### config.mk
export PLATFORM = sky130hd
export DESIGN_NAME = svc_fifo_uart_tx
export DESIGN_NICKNAME = d
export VERILOG_FILES = /design/src/rtl/svc_fifo_uart_tx.sv
export SDC_FILE = /design/constraint.sdc
export NUM_CORES = 1
export LEC_CHECK = 0
export CAP_MARGIN = 15
export CORE_ASPECT_RATIO = 1.4
export CORE_MARGIN = 2
export CORE_UTILIZATION = 57
export DETAILED_ROUTE_END_ITERATION = 10
export HOLD_SLACK_MARGIN = 0.05
export PLACE_DENSITY = 0.82
export REMOVE_ABC_BUFFERS = 1
export SETUP_SLACK_MARGIN = 0.02
export SKIP_LAST_GASP = 1
export SYNTH_ARGS = -nofsm -noshare
export SYNTH_HDL_FRONTEND = slang
export SYNTH_SLANG_ARGS = --single-unit
### constraint.sdc
create_clock -name clk -period 4.6 [get_ports clk]
set_input_delay 0.92 -clock clk [delete_from_list [all_inputs] [get_ports clk]]
set_output_delay 0.92 -clock clk [all_outputs]
set_load 0.02 [all_outputs]
### src/rtl/svc_fifo_uart_tx.sv
// Drains a first-word-fall-through FIFO and serializes each word as a UART
// frame: one start bit, DATA_BITS data bits LSB first, STOP_BITS stop bits.
module svc_fifo_uart_tx #(
  parameter int DATA_BITS    = 8,
  parameter int CLKS_PER_BIT = 16,
  parameter int STOP_BITS    = 1
) (
  input  logic                 clk,
  input  logic                 rst_n,
  input  logic                 fifo_empty,
  input  logic [DATA_BITS-1:0] fifo_data,
  output logic                 fifo_inc,
  output logic                 txd,
  output logic                 busy
);

  localparam int BAUD_W = $clog2(CLKS_PER_BIT);
  localparam int BIT_W  = $clog2(DATA_BITS + 1);

  localparam logic [BAUD_W-1:0] BAUD_LAST = BAUD_W'(CLKS_PER_BIT - 1);
  localparam logic [BIT_W-1:0]  DATA_LAST = BIT_W'(DATA_BITS - 1);
  localparam logic [BIT_W-1:0]  STOP_LAST = BIT_W'(STOP_BITS - 1);

  typedef enum logic [1:0] {
    IDLE,
    START,
    DATA,
    STOP
  } state_e;

  state_e                 state_q;
  logic [BAUD_W-1:0]      baud_q;
  logic [BAUD_W-1:0]      baud_d;
  logic [BIT_W-1:0]       bit_q;
  logic [DATA_BITS-1:0]   shift_q;
  logic                   txd_q;

  logic                   baud_end;
  logic                   stop_last;
  logic                   pop;

  assign baud_end  = (baud_q == BAUD_LAST);
  assign stop_last = (state_q == STOP) && baud_end && (bit_q == STOP_LAST);

  // Popping on the final stop cycle lets the next start bit follow with no idle gap.
  assign pop = rst_n && !fifo_empty && ((state_q == IDLE) || stop_last);

  always_comb begin
    baud_d = baud_q + 1'b1;
    if ((state_q == IDLE) || baud_end) begin
      baud_d = '0;
    end
  end

  always_ff @(posedge clk) begin
    if (!rst_n) begin
      state_q <= IDLE;
      baud_q  <= '0;
      bit_q   <= '0;
      shift_q <= '0;
      txd_q   <= 1'b1;
    end else begin
      baud_q <= baud_d;
      case (state_q)
        IDLE: begin
          txd_q <= 1'b1;
          if (pop) begin
            state_q <= START;
            shift_q <= fifo_data;
            bit_q   <= '0;
            txd_q   <= 1'b0;
          end
        end
        START: begin
          if (baud_end) begin
            state_q <= DATA;
            bit_q   <= '0;
            txd_q   <= shift_q[0];
            shift_q <= shift_q >> 1;
          end
        end
        DATA: begin
          if (baud_end) begin
            if (bit_q == DATA_LAST) begin
              state_q <= STOP;
              bit_q   <= '0;
              txd_q   <= 1'b1;
            end else begin
              bit_q   <= bit_q + 1'b1;
              txd_q   <= shift_q[0];
              shift_q <= shift_q >> 1;
            end
          end
        end
        STOP: begin
          if (baud_end) begin
            if (bit_q == STOP_LAST) begin
              bit_q <= '0;
              if (pop) begin
                state_q <= START;
                shift_q <= fifo_data;
                txd_q   <= 1'b0;
              end else begin
                state_q <= IDLE;
                txd_q   <= 1'b1;
              end
            end else begin
              bit_q <= bit_q + 1'b1;
            end
          end
        end
        default: begin
          state_q <= IDLE;
          txd_q   <= 1'b1;
        end
      endcase
    end
  end

  assign fifo_inc = pop;
  assign txd      = txd_q;
  assign busy     = (state_q != IDLE);

endmodule

---- Yosys cells after proc, flatten, opt, wreduce, memory -nomap -nowiden ----
Index checks and enable logic that the tools add are counted.
word-level totals
  bits in registers ....................... 19
  output and inout bits ................... 3
  bits of input ports ..................... 11
operators by class
  reduce and logical (&&, ||, !) cells .... 15
  add/subtract/negate cells ............... 2
  bitwise gates (word level) .............. 1
  mux-type cells .......................... 29
  equal/unequal tests ..................... 12
operator list
  operator                                                number
  two-way mux 8 bit                                       6
  one-hot mux 8 bit (4 select lines)                      1
  two-way mux 4 bit                                       6
  one-hot mux 4 bit (4 select lines)                      1
  two-way mux 2 bit                                       6
  inequality test 2 bit (second input constant)           6
  adder 4 x 1 -> 4 bit (second input constant)            2
  one-hot mux 2 bit (4 select lines)                      1
  AND reduction 4 bit                                     2
  two-way mux 1 bit                                       7
  AND reduction 6 bit                                     1
  AND reduction 5 bit                                     1
  == test 2 bit (second input constant)                   2
  == test 4 x 3 -> 1 bit (second input constant)          1
  == test 4 bit (second input constant)                   1
  logical AND 1 bit                                       4
  zero test 4 bit                                         1
  one-hot mux 1 bit (4 select lines)                      1
  == test 2 x 1 -> 1 bit (second input constant)          1
  zero test 2 bit                                         1
  logical OR 1 bit                                        2
  inequality test 2 x 1 -> 1 bit (second input constant)  1
  nonzero test 2 bit                                      1
  OR reduction 2 bit                                      1
  other kinds (2)                                         2

---- Logic depth before layout (Yosys ltp) ----
  depth after elaboration ................. 9
  mapped depth ............................ 8

---- Worst setup path after synthesis ----
Ideal clock, no wire load.
  kind .................................... input port to output port
  start point ............................. in fifo_empty
  end point ............................... out fifo_inc
  cell stages on the path ................. 3
  slack ................................... 2.197 ns
  path buffers ............................ 0
  data required time ...................... 3.680 ns
  data arrival time ....................... 1.483 ns
  cell sequence ........................... and2b_1 -> a41oi_4 -> inv_1
between the ends
  cells in the longest elaborated chain, start to end .. 3
ends and longest elaborated chain
  what                             RTL line  source
  start: declaration               10        input logic fifo_empty,
  zero test 1 bit                  46        assign pop = rst_n && !fifo_empty && ((state_q == IDLE) || stop_last);
  logical AND 1 bit (2 in series)  46
  end: declaration                 12        output logic fifo_inc,
No other way between the ends.

---- Final worst setup path ----
  start point ............................. in rst_n
  end point ............................... out fifo_inc
between the ends
  cells in the longest elaborated chain, start to end .. 2
ends and longest elaborated chain
  what                             RTL line  source
  start: declaration               9         input logic rst_n,
  logical AND 1 bit (2 in series)  46
No other way between the ends.

==> impl_metrics.env <==
export IMPL_postCtsHoldBufs=0
export IMPL_post_route_util=0.7007
export IMPL_core_sq_um=1802
export IMPL_grt_usage=0.2454
export IMPL_die_area_sq_um=2302
export IMPL_vdd_ir_drop_worst_uv=362.3
export IMPL_worstSetupPathType="in2out"
export IMPL_tightest_slew_ns=0.8329
export IMPL_place_area_sq_um=1236
export IMPL_cts_max_level=1
export IMPL_drive_gt1_frac=0.07353
export IMPL_finish_instance_area_sq_um=1262
export IMPL_hold_viol_final=0
export IMPL_drc_errors=0
export IMPL_cp_start_kind="input port"
export IMPL_vias=939
export IMPL_layout_common_cells="19 x dfxtp_1, 18 x nor2_1, 13 x clkdlybuf4s50_1, 11 x inv_1, 8 x ha_1"
export IMPL_ys_warnings_count=0
export IMPL_diodes=0
export IMPL_synth_async_reset_ratio=0
export IMPL_dr_pass1_iters=4
export IMPL_skew_ns=0.006974
export IMPL_die_y_um=55.98
export IMPL_root_buffer="clkbuf_4"
export IMPL_grt_max_degree=16
export IMPL_period_share=0.7693
export IMPL_finalNetCount=156
export IMPL_synth_top_area_frac=0.3458
export IMPL_final_common_cell="dfxtp_1"
export IMPL_grt_ovfl_total=0
export IMPL_start_util=0.6104
export IMPL_yosysTopAreaCell="dfxtp_1"
export IMPL_grt_pass1_wl_um=3864
export IMPL_drv_slew=0
export IMPL_io_pins=14
export IMPL_place_congestion=0.7365
export IMPL_setup_slack_ns=1.061
export IMPL_hold_class="reg2reg"
export IMPL_synth_area_sq_um=1100
export IMPL_routedWlPerCell_um=14.30
export IMPL_clock_latency_ns=0.30
export IMPL_ys_flop_type="dfxtp_1"
export IMPL_cp_data_required_time_ns=3.68
export IMPL_grt_pass1_vias=939
export IMPL_hpwl_um=1686
export IMPL_end_kind="output port"
export IMPL_cts_setup_buffers=0
export IMPL_rsz0062_at_grt="no"
export IMPL_routed_wl_um=2231
export IMPL_status="completed"
export IMPL_cts_buffers=3
export IMPL_crit_arrival_ns=2.62
export IMPL_cp_max_fo=7
export IMPL_routed_via_density=6.019
export IMPL_p_leak_nw=0.4785
export IMPL_fp_dieW_um=41.13
export IMPL_ys_types=34
export IMPL_avgSynthCellArea_sq_um=9.015
export IMPL_slew_headroom=0.4448
export IMPL_grt_antenna_before_repair=0
export IMPL_cts_resized=0
export IMPL_synth_edf_count=0
export IMPL_synth_area_top_cells="dfxtp_1 35%, ha_1 9.1%, mux2i_1 6.4%"
export IMPL_clk_path_buf_depth=2
export IMPL_synthCells=122
export IMPL_ys_seq_elements=19
export IMPL_dp_slack_ns=1.113
export IMPL_io_buffers=13
export IMPL_numClockSinks=19
export IMPL_clk_pin_slew_ns=0.10
export IMPL_fin_setup_tns_ns=0
export IMPL_p_per_area_nw_per_um2=513.6
export IMPL_finalSetupViolations=0
export IMPL_min_period_ns=3.539
export IMPL_cts_tree="built"
export IMPL_rows=18
export IMPL_dr_first_iter_drc_count=12
export IMPL_clock_fmax_ghz=0.2826
export IMPL_antenna_left=0
export IMPL_cap_violations=0
export IMPL_yosysSeqAreaShare=0.3458
export IMPL_syn_to_final_growth_pct=14.79
-- per-layer routing --
metal	wire length, um	GRT usage	share of wire
met5	0	0	0
met3	72	0.07600	0.032
met1	954	0.2588	0.43
met2	1136	0.3929	0.51
met4	68	0.1475	0.030
-- metrics by stage --
stage                     hold slack, ns  total power, mW  std cells
after CTS                         0.4585           0.6524        156
after floorplan                   0.4179           0.4810        119
final                             0.4542           0.6484        156
after global placement            0.4271           0.5457        152
after global routing              0.4778           0.7019        156
after detailed placement          0.4425           0.5683        152
-- power by group --
group          internal (mW)  switching [mW]
Clock                 0.0339          0.0503
Sequential             0.200          0.0213
Combinational          0.142           0.201
-- critical path: stages --
cell and delay (ns):
clkdlybuf4s50_1 0.61, and2b_1 0.23, a41oi_4 0.16, inv_1 0.10, clkdlybuf4s50_1 0.60
-- layout make-up --
type / count / area (sq um)
fill: 145 / 539.3
sequential: 19 / 380.4
clock buffer: 4 / 26.28
tap: 20 / 25.02
multi-input combinational: 89 / 659.4
inverter: 11 / 41.29
timing repair buffer: 13 / 130.1
-- final timing paths --
kind                            cells past startpoint                      end                    start  slack (ns)
worst max-delay path                                5                 fifo_inc                    rst_n        1.06
worst min-delay path                                1     baud_q[0]$_SDFF_PP0_     baud_q[0]$_SDFF_PP0_        0.45
worst max register to register                      6  shift_q[4]$_SDFFE_PN0P_  state_q[1]$_SDFFE_PN0P_        2.08
worst min register to register                      1     baud_q[0]$_SDFF_PP0_     baud_q[0]$_SDFF_PP0_        0.45
-- state kept, by name, summed over array words and instances, names as in the netlist --
signal   count
state_q      2
bit_q        4
baud_q       4
shift_q      8
txd          1
-- cells in the mapped netlist, types with 2 or more instances --
library cell and number:
dfxtp_1 19, nor2_1 18, inv_1 11, ha_1 8, mux2i_1 7, a211oi_1 6, nand2_1 6, nand3_1 6
a21oi_1 5, o21ai_0 5, nor3_1 3, a211oi_2 2, a31oi_1 2, and3_1 2, clkbuf_1 2, nand2b_1 2
-- cell families (layout without fill, tap and decap cells) --
| group | after synthesis | count (layout) | synth area share |
|---|---|---|---|
| AO/OA/AOI/OAI | 26 | 26 | 0.2014 |
| flip-flops | 19 | 19 | 0.3458 |
| XOR/XNOR | 2 | 2 | 0.01593 |
| multiplexers | 7 | 7 | 0.06371 |
| adder cells (fa/ha/maj) | 8 | 8 | 0.09102 |
| buffers and inverters | 14 | 28 | 0.05461 |
| AND/OR/NAND/NOR | 46 | 46 | 0.2275 |
Power figures use the tool's default switching activity.
